<file path="config.mk">
export PLATFORM = sky130hd
export DESIGN_NAME = prefetch_sequencer
export DESIGN_NICKNAME = d
export VERILOG_FILES = /design/src/rtl/prefetch_sequencer.sv
export SDC_FILE = /design/constraint.sdc
export NUM_CORES = 1
export LEC_CHECK = 0
export CORE_MARGIN = 3
export CORE_UTILIZATION = 25
export DETAILED_ROUTE_END_ITERATION = 16
export PLACE_DENSITY = 0.52
export SETUP_SLACK_MARGIN = 0.4
export SLEW_MARGIN = 25
export SYNTH_ARGS = -nofsm -noshare
export SYNTH_HDL_FRONTEND = slang
export SYNTH_SLANG_ARGS = --single-unit
</file>
<file path="constraint.sdc">
create_clock -name clk -period 2.6 [get_ports clk]
set_clock_uncertainty 0.1 [all_clocks]
set_input_delay 0.78 -clock clk [delete_from_list [all_inputs] [get_ports clk]]
set_output_delay 0.78 -clock clk [all_outputs]
set_load 0.01 [all_outputs]
</file>
<file path="src/rtl/prefetch_sequencer.sv">
// Purpose: instruction prefetch sequencer; issues word fetches from CS:IP into a byte FIFO and flushes it on CS:IP updates.
// Latency: a request starts the cycle after the FSM leaves IDLE; acked bytes are visible at the FIFO head the next cycle.
// Backpressure: no fetch starts unless the FIFO has room for the whole fetch; the decoder pops with fifo_rd_en.
// Optional: define PREFETCH_FLUSH_COUNT_EN to add the flush_count output.
module prefetch_sequencer #(
  parameter int FIFO_DEPTH = 6
) (
  input  logic        clk,
  input  logic        reset,
  input  logic [15:0] cs,
  input  logic [15:0] new_ip,
  input  logic        load_new_ip,
  output logic        mem_access,
  output logic [18:0] mem_address,
  output logic [1:0]  mem_bytesel,
  input  logic [15:0] mem_data,
  input  logic        mem_ack,
  input  logic        fifo_rd_en,
  output logic [7:0]  fifo_rd_data,
  output logic        fifo_empty
`ifdef PREFETCH_FLUSH_COUNT_EN
  ,
  output logic [15:0] flush_count
`endif
);

  localparam int PW = $clog2(FIFO_DEPTH);
  localparam int CW = $clog2(FIFO_DEPTH + 1);

  typedef enum logic [1:0] {
    S_IDLE       = 2'd0,
    S_FETCH      = 2'd1,
    S_FLUSH_WAIT = 2'd2
  } state_t;

  state_t          r_state;
  state_t          w_next_state;
  logic [15:0]     r_fetch_ip;
  logic [18:0]     r_mem_address;
  logic [1:0]      r_mem_bytesel;
  logic [7:0]      r_mem [FIFO_DEPTH];
  logic [PW-1:0]   r_wr_ptr;
  logic [PW-1:0]   r_rd_ptr;
  logic [CW-1:0]   r_count;

  logic            w_mem_access;
  logic [CW-1:0]   w_free;
  logic            w_room;
  logic [19:0]     w_phys;
  logic            w_start;
  logic            w_ack_take;
  logic            w_push_one;
  logic            w_push_two;
  logic            w_pop;
  logic [PW-1:0]   w_wr_ptr_p1;

  // Pointer increment with wrap at FIFO_DEPTH (depth need not be a power of two).
  function automatic logic [PW-1:0] f_inc(input logic [PW-1:0] p);
    return (p == PW'(FIFO_DEPTH - 1)) ? '0 : p + 1'b1;
  endfunction

  // An even fetch lands two bytes, an odd fetch only the high byte.
  assign w_free      = CW'(FIFO_DEPTH) - r_count;
  assign w_room      = r_fetch_ip[0] ? (w_free >= CW'(1)) : (w_free >= CW'(2));
  // Segment base plus offset, wrapping in the 20-bit physical space.
  assign w_phys      = {cs, 4'b0000} + {4'b0000, r_fetch_ip};
  assign w_start     = (r_state == S_IDLE) && w_room && !load_new_ip;
  // Data coinciding with a CS:IP update belongs to the old stream and is dropped.
  assign w_ack_take  = (r_state == S_FETCH) && mem_ack && !load_new_ip;
  assign w_push_two  = w_ack_take && !r_fetch_ip[0];
  assign w_push_one  = w_ack_take && r_fetch_ip[0];
  assign w_pop       = fifo_rd_en && !fifo_empty && !load_new_ip;
  assign w_wr_ptr_p1 = f_inc(r_wr_ptr);

  assign mem_access   = w_mem_access;
  assign mem_address  = r_mem_address;
  assign mem_bytesel  = r_mem_bytesel;
  assign fifo_empty   = (r_count == '0);
  assign fifo_rd_data = fifo_empty ? 8'h00 : r_mem[r_rd_ptr];

  // FSM state register.
  always_ff @(posedge clk) begin
    if (reset) r_state <= S_IDLE;
    else       r_state <= w_next_state;
  end

  // FSM next state and bus request; an outstanding access always runs to its ack.
  always_comb begin
    w_next_state = r_state;
    w_mem_access = 1'b0;
    case (r_state)
      S_IDLE: begin
        if (w_start) w_next_state = S_FETCH;
      end
      S_FETCH: begin
        w_mem_access = 1'b1;
        if (mem_ack)          w_next_state = S_IDLE;
        else if (load_new_ip) w_next_state = S_FLUSH_WAIT;
      end
      S_FLUSH_WAIT: begin
        w_mem_access = 1'b1;
        if (mem_ack) w_next_state = S_IDLE;
      end
      default: w_next_state = S_IDLE;
    endcase
  end

  // Fetch pointer: reload on CS:IP update, advance by the bytes actually taken.
  always_ff @(posedge clk) begin
    if (reset)            r_fetch_ip <= 16'h0000;
    else if (load_new_ip) r_fetch_ip <= new_ip;
    else if (w_push_two)  r_fetch_ip <= r_fetch_ip + 16'd2;
    else if (w_push_one)  r_fetch_ip <= r_fetch_ip + 16'd1;
  end

  // Address and byte enables are captured at request start and held until the ack.
  always_ff @(posedge clk) begin
    if (reset) begin
      r_mem_address <= '0;
      r_mem_bytesel <= 2'b00;
    end else if (w_start) begin
      r_mem_address <= w_phys[19:1];
      r_mem_bytesel <= r_fetch_ip[0] ? 2'b10 : 2'b11;
    end
  end

  // FIFO storage writes; low byte first for an even fetch.
  always_ff @(posedge clk) begin
    if (w_push_two) begin
      r_mem[r_wr_ptr]    <= mem_data[7:0];
      r_mem[w_wr_ptr_p1] <= mem_data[15:8];
    end else if (w_push_one) begin
      r_mem[r_wr_ptr] <= mem_data[15:8];
    end
  end

  // FIFO pointers and occupancy; a CS:IP update empties the FIFO at the next edge.
  always_ff @(posedge clk) begin
    if (reset || load_new_ip) begin
      r_wr_ptr <= '0;
      r_rd_ptr <= '0;
      r_count  <= '0;
    end else begin
      if (w_push_two)      r_wr_ptr <= f_inc(w_wr_ptr_p1);
      else if (w_push_one) r_wr_ptr <= w_wr_ptr_p1;
      if (w_pop)           r_rd_ptr <= f_inc(r_rd_ptr);
      r_count <= r_count + CW'({w_push_two, w_push_one}) - CW'(w_pop);
    end
  end

`ifdef PREFETCH_FLUSH_COUNT_EN
  logic [15:0] r_flush_count;
  assign flush_count = r_flush_count;

  // Count every CS:IP update cycle, wrapping naturally at 16 bits.
  always_ff @(posedge clk) begin
    if (reset)            r_flush_count <= 16'h0000;
    else if (load_new_ip) r_flush_count <= r_flush_count + 16'd1;
  end
`endif

endmodule

</file>
==> flow_metrics.env, run 1 <==
export IMPL_ys_ff_latch=99
export IMPL_ir_drop_v=0.000314
export IMPL_power_density_nw_per_um2=475
export IMPL_clk_latency_ns=0.35
export IMPL_hp_start="mem_address[1]"
export IMPL_avgSynthCellArea_um2=10.5
export IMPL_endpoint_kind="output port"
export IMPL_min_period_over_period_pct=102
export IMPL_core_area_um2=21100
export IMPL_cp_start_kind="register"
export IMPL_ys_top_cells_by_area="edfxtp_1, dfxtp_1, mux2_2, ha_1, a21oi_1"
export IMPL_drc=0
export IMPL_vias_per_cell=4.68
export IMPL_htreeDepth=3
export IMPL_rr_startpoint="r_count[1]"
export IMPL_fin_nets=778
export IMPL_wl_met2_mm=8.17
export IMPL_hold_end="mem_address[1]"
export IMPL_place_area_um2=7240
export IMPL_cts_tree="built"
export IMPL_vias=4582
export IMPL_status="finished, violations left"
export IMPL_rsz0062_at_grt="yes"
export IMPL_cts_hold_buf=0
export IMPL_final_cell_mix="buf_4, clkdlybuf4s50_1, mux2_2, edfxtp_1, nor2_1"
export IMPL_yosys_warnings=0
export IMPL_clock_sinks=99
export IMPL_syn_to_final_growth_pct=53.7
export IMPL_synth_cells=515
export IMPL_grt_pass1_vias=4879
export IMPL_dieWidth_um=153
export IMPL_initial_core_util_pct=25.6
export IMPL_synth_top_area_share_pct=26.7
export IMPL_drt_initial_drc_count=209
export IMPL_num_io_pins=84
export IMPL_clockBufferDepth=2
export IMPL_hpwl_mm=11.2
export IMPL_slew_viol_final=0
export IMPL_cts_made_buffers=9
export IMPL_synth_async_sr_flop_share_pct=0
export IMPL_antenna_found_initial=4
export IMPL_cts_reportedPaths_clkPinSlew_ns=0.07
export IMPL_clock_root_buffer="clkbuf_16"
export IMPL_io_buffers=83
export IMPL_fin_ws_ns=-0.0411
export IMPL_yosysUniqueCellTypes=54
export IMPL_nFillCells=2004
export IMPL_final_antenna_net_count=0
export IMPL_ys_dominant_reg_cell="dfxtp_1"
export IMPL_grt_total_usage_pct=13.4
export IMPL_fmax_ghz=0.379
export IMPL_diodes=0
export IMPL_crit_arrival_ns=1.76
export IMPL_reg2reg_depth=12
export IMPL_overflow=0
export IMPL_final_min_clock_period_ns=2.64
export IMPL_power_leakage_uw=0.00318
export IMPL_drive_above_1_share_pct=43.0
export IMPL_grt_start_max_net_pins=28
export IMPL_netlist_area_um2=5390
export IMPL_hold_depth=2
export IMPL_cp_max_fo=6
export IMPL_critPathRequiredTime_ns=1.72
export IMPL_hold_violations=0
export IMPL_yosysSeqAreaShare_pct=45.7
export IMPL_relSlewSlack_pct=68.6
export IMPL_place_congestion=0.822
export IMPL_maxCapViolCount=0
export IMPL_maxUsedRoutingLayer="met5"
export IMPL_wl_met3_um=911
export IMPL_synth_nets=593
export IMPL_rrSetupSlack_ns=0.12
export IMPL_synth_edf_count=48
export IMPL_r2r_end="r_count[1]"
export IMPL_total_power_uw=3930
export IMPL_grt_pass1_wl_mm=25.1
export IMPL_finalSetupViolCount=4
export IMPL_hp_class="reg -> reg"
export IMPL_dieHeight_um=153
export IMPL_final_cell_area_um2=8280
export IMPL_wl_met1_mm=6.51
export IMPL_yosysTopAreaCell="edfxtp_1"
export IMPL_firstDrtPassIters=7
export IMPL_critPathKind="reg -> out"
export IMPL_die_area_um2=23400
export IMPL_tightest_slew_ns=0.465
export IMPL_violations="setup timing"
export IMPL_rows=53
export IMPL_final_common_cell="buf_4"
export IMPL_wl_mm=15.8
export IMPL_routedWlPerCell_um=16.2
-- where the power goes --
part	total, µW	switching, µW	leakage (µW)	internal [µW]
combinational	880	407	0.00219	473
clock	1310	641	0.000136	668
sequential	1740	50.2	0.000854	1690
total	3930	1100	0.00318	2830
-- Yosys cell counts, types with 3 or more instances --
cell type  number
a211oi_1       14
a21o_1          4
a21oi_1        45
a31oi_1         5
and3_1          6
buf_2           6
clkbuf_1       10
dfxtp_1        51
edfxtp_1       48
ha_1           23
inv_1          17
mux2_2         48
mux2i_1        12
mux4_2          8
nand2_1        45
nand2b_1        3
nand3_1        14
nand4_1         3
nor2_1         57
nor3_1          7
o21a_1          4
o21ai_0        12
o21ai_1         6
or3_1           5
xnor2_1        15
xor2_1         11
-- metrics by stage --
| stage | hold WS (ns) | TNS [ns] | util (%) | instances | setup WS (ns) |
|---|---|---|---|---|---|
| final | 0.361 | -0.135 | 39.3 | 980 | -0.0411 |
| after global routing | 0.383 | -0.572 | 39.3 | 980 | -0.129 |
| after CTS | 0.361 | -0.343 | 37.5 | 965 | -0.0790 |
| after detailed placement | 0.344 | -22.61 | 34.3 | 932 | -0.754 |
| after global placement | 0.343 | -18.05 | 34.3 | 932 | -0.705 |
| after floorplan | 0.352 | -0.225 | - | 515 | -0.118 |
-- cell families after synthesis --
kind of cell	after synthesis	share of synthesized area, %
XOR/XNOR	26	4.22
AO/OA/AOI/OAI	108	12.4
AND/OR/NAND/NOR	150	12.7
flip-flops	99	45.7
buffers and inverters	38	2.99
multiplexers	69	15.9
adder cells (fa/ha/maj)	25	6.08
-- layout make-up --
class | instances | area [µm²] | area share (%)
Tap cell | 275 | 344 | 4.15
Inverter | 19 | 73.8 | 0.891
Clock buffer | 9 | 225 | 2.72
Multi-Input combinational cell | 378 | 3340 | 40.4
Sequential cell | 99 | 2480 | 29.9
Timing Repair Buffer | 193 | 1760 | 21.2
Clock inverter | 7 | 60.1 | 0.725
-- worst max-delay path by stage --
stage	end	cells past startpoint	from
final	fifo_rd_data[0]	5	register
after global routing	fifo_rd_data[0]	6	register
after CTS	fifo_rd_data[5]	6	register
after detailed placement	mem_address[15]	10	cs[0]
after global placement	mem_address[17]	10	cs[0]
after floorplan	mem_address[17]	9	cs[0]
-- layer usage --
metal | vias to the layer above | global-route usage [%]
met5 | - | 0
met4 | 8 | 3.10
met3 | 22 | 4.19
met2 | 107 | 24.3
met1 | 2186 | 15.5
li1 | 2259 | -
-- what timing repair did --
action,CTS,global route
setup endpoints to repair,138,51
pin swaps,43,59
gates resized for setup,117,85
cloned,2,0
buffers inserted,15,15
-- state kept, by name, summed over array words and instances, names as in the netlist, named ones only --
name / flops
r_rd_ptr: 3
r_fetch_ip: 16
r_state: 2
mem_bytesel: 2
r_count: 3
r_mem: 48
r_wr_ptr: 3
mem_address: 19
-- critical path: stages, from the launching register on --
cell and delay, ns:
dfxtp_4 0.37, buf_12 0.13, mux4_2 0.49, nor2_1 0.11, a211oi_1 0.07, clkdlybuf4s15_1 0.23
Power figures use the tool's default switching activity.
==> run 2: changes to the inputs <==
--- a/config.mk
+++ b/config.mk
@@ -5,6 +5,7 @@
 export SDC_FILE = /design/constraint.sdc
 export NUM_CORES = 1
 export LEC_CHECK = 0
+export CORE_ASPECT_RATIO = 2
 export CORE_MARGIN = 3
 export CORE_UTILIZATION = 25
 export DETAILED_ROUTE_END_ITERATION = 16
==> run 2 against run 1 <==
  * The flow still finishes with violations (setup timing)
  * Register-to-register slack gained 0.10 ns
  * Global-route usage is 1.9 points higher
  * Sequential share of layout area rose by 0.32 points
  * Non-clock buffer count decreased by 9
  * Design area down 1.1%
  * Clock-buffer cell count unchanged
  * Core utilization shrank 0.50 points
  * Die area rose by 0.46%
  * Critical path type unchanged
  * Largest power group unchanged
==> flow_metrics.env, run 2 (synthesized netlist as in run 1, its figures left out) <==
export IMPL_status="finished, violations left"
export IMPL_violations="setup timing"
export IMPL_cp_depth=6
export IMPL_grt_start_max_net_pins=20
export IMPL_final_antenna_net_count=0
export IMPL_power_leakage_uw=0.00314
export IMPL_ir_drop_v=0.000280
export IMPL_finalSetupViolCount=2
export IMPL_io_buffers=83
export IMPL_hp_class="reg -> reg"
export IMPL_wl_mm=17.8
export IMPL_relSlewSlack_pct=61.0
export IMPL_syn_to_final_growth_pct=51.9
export IMPL_fmax_ghz=0.379
export IMPL_reg2reg_depth=11
export IMPL_hold_end="mem_address[6]"
export IMPL_firstDrtPassIters=5
export IMPL_rrSetupSlack_ns=0.22
export IMPL_cts_hold_buf=0
export IMPL_worstPathCellList="buf_12 > buf_16 > mux4_2 > nor2_1 > a211oi_1 > buf_2"
export IMPL_hpwl_mm=13.1
export IMPL_final_cell_mix="buf_4, clkdlybuf4s50_1, nor2_1"
export IMPL_slowest_delay_ns=0.50
export IMPL_regArea_um2=2470
export IMPL_rows=75
export IMPL_drive_above_1_share_pct=39.9
export IMPL_hold_violations=0
export IMPL_num_io_pins=84
export IMPL_critPathRequiredTime_ns=1.72
export IMPL_initial_core_util_pct=25.5
export IMPL_pre_cts_ws_ns=-0.735
export IMPL_clockBufferDepth=2
export IMPL_final_common_cell="buf_4"
export IMPL_path_delay_family="multiplexers"
export IMPL_cts_made_buffers=9
export IMPL_cp_num_buf_inv=3
export IMPL_largest_register="r_mem"
export IMPL_maxCapViolCount=0
export IMPL_rr_startpoint="r_count[1]"
export IMPL_clock_sinks=99
export IMPL_slew_viol_final=0
export IMPL_fin_ws_ns=-0.0404
export IMPL_core_area_um2=21100
export IMPL_nFillCells=2098
export IMPL_dieWidth_um=110
export IMPL_drt_initial_drc_count=146
export IMPL_critPathKind="reg -> out"
export IMPL_rsz0062_at_grt="yes"
export IMPL_power_density_nw_per_um2=487
export IMPL_tightest_slew_ns=0.585
export IMPL_clk_latency_ns=0.35
export IMPL_grt_pass1_wl_mm=26.8
export IMPL_hp_start="mem_address[6]"
export IMPL_cp_start_kind="register"
export IMPL_crit_arrival_ns=1.76
export IMPL_final_min_clock_period_ns=2.64
export IMPL_cts_tree="built"
export IMPL_routedWlPerCell_um=18.5
export IMPL_vias=4685
export IMPL_hold_depth=2
export IMPL_largest_register_ffs=48
export IMPL_multiInputGateArea_um2=3310
export IMPL_endpoint_kind="output port"
export IMPL_place_congestion=0.919
export IMPL_drc=0
export IMPL_total_power_uw=3990
export IMPL_fin_nets=769
export IMPL_r2r_end="r_count[1]"
export IMPL_dp_cells=928
export IMPL_antenna_found_initial=0
export IMPL_htreeDepth=3
export IMPL_die_area_um2=23500
export IMPL_diodes=0
export IMPL_vias_per_cell=4.85
export IMPL_grt_total_usage_pct=15.3
export IMPL_dieHeight_um=214
export IMPL_cts_reportedPaths_clkPinSlew_ns=0.07
export IMPL_critPathSlowestCell="mux4_2"
export IMPL_overflow=0
export IMPL_cp_max_fo=6
export IMPL_fin_cells=965
export IMPL_min_period_over_period_pct=102
export IMPL_grt_pass1_vias=4999
export IMPL_clock_root_buffer="clkbuf_16"
export IMPL_tns_ns=-0.0681
-- run 2: changes by cell type in the layout (fill, tap and decap cells not counted), moves of 4 or more --
| cell | before | now |
|---|---|---|
| nand2_2 | 7 | 3 |
| nand2_1 | 35 | 42 |
| nor2_2 | 8 | 3 |
| a21oi_1 | 29 | 34 |
| nor2_1 | 47 | 52 |
| a21oi_2 | 15 | 8 |
| buf_6 | 19 | 14 |
| buf_4 | 86 | 81 |
-- run 2: layout make-up --
type                            count  area share, %
Clock buffer                        9           2.75
Inverter                           19          0.871
Clock inverter                      7          0.825
Multi-Input combinational cell    378           40.4
Sequential cell                    99           30.2
Tap cell                          269           4.11
Timing Repair Buffer              184           20.8
-- run 2: how the worst max path moves through the flow --
stage,startpoint,endpoint,slack [ns]
finish,register,fifo_rd_data[0],-0.04
global route,register,fifo_rd_data[3],-0.10
CTS,register,fifo_rd_data[0],-0.06
detailed placement,cs[0],mem_address[15],-0.74
global placement,cs[0],mem_address[15],-0.68
floorplan,cs[0],mem_address[17],-0.12
-- run 2: metal layers --
| layer | wire length (µm) | track usage (%) | vias up |
|---|---|---|---|
| met5 | 0 | 0 | - |
| met1 | 6080 | 14.1 | 2256 |
| met2 | 10100 | 30.5 | 151 |
| met3 | 679 | 2.29 | 45 |
| met4 | 983 | 8.70 | 0 |
| li1 | - | - | 2233 |
-- run 2: repair_timing --
item	CTS	global route
gates cloned	2	0
buffers inserted	16	3
pin swaps	50	36
resized for setup	127	58
setup endpoints to repair	132	61
-- run 2: per-stage QoR --
step / area, µm² / hold slack (ns) / utilization [%]
after CTS: 7970 / 0.365 / 37.7
final: 8190 / 0.358 / 38.8
after detailed placement: 7280 / 0.348 / 34.5
after global placement: 7280 / 0.350 / 34.5
after global routing: 8190 / 0.383 / 38.8
after floorplan: 5540 / 0.352 / -
-- run 2: worst min-delay path, delay by kind of cell, from the launching register on --
kind	cells	cell delay (ns)
flops	1	0.31
simple gates	1	0.05
compound gates	1	0.05
-- run 2: where the power goes --
part | switching (µW) | internal [µW] | total (µW)
clock | 660 | 676 | 1340
sequential | 54.1 | 1690 | 1750
combinational | 430 | 479 | 909
total | 1140 | 2850 | 3990
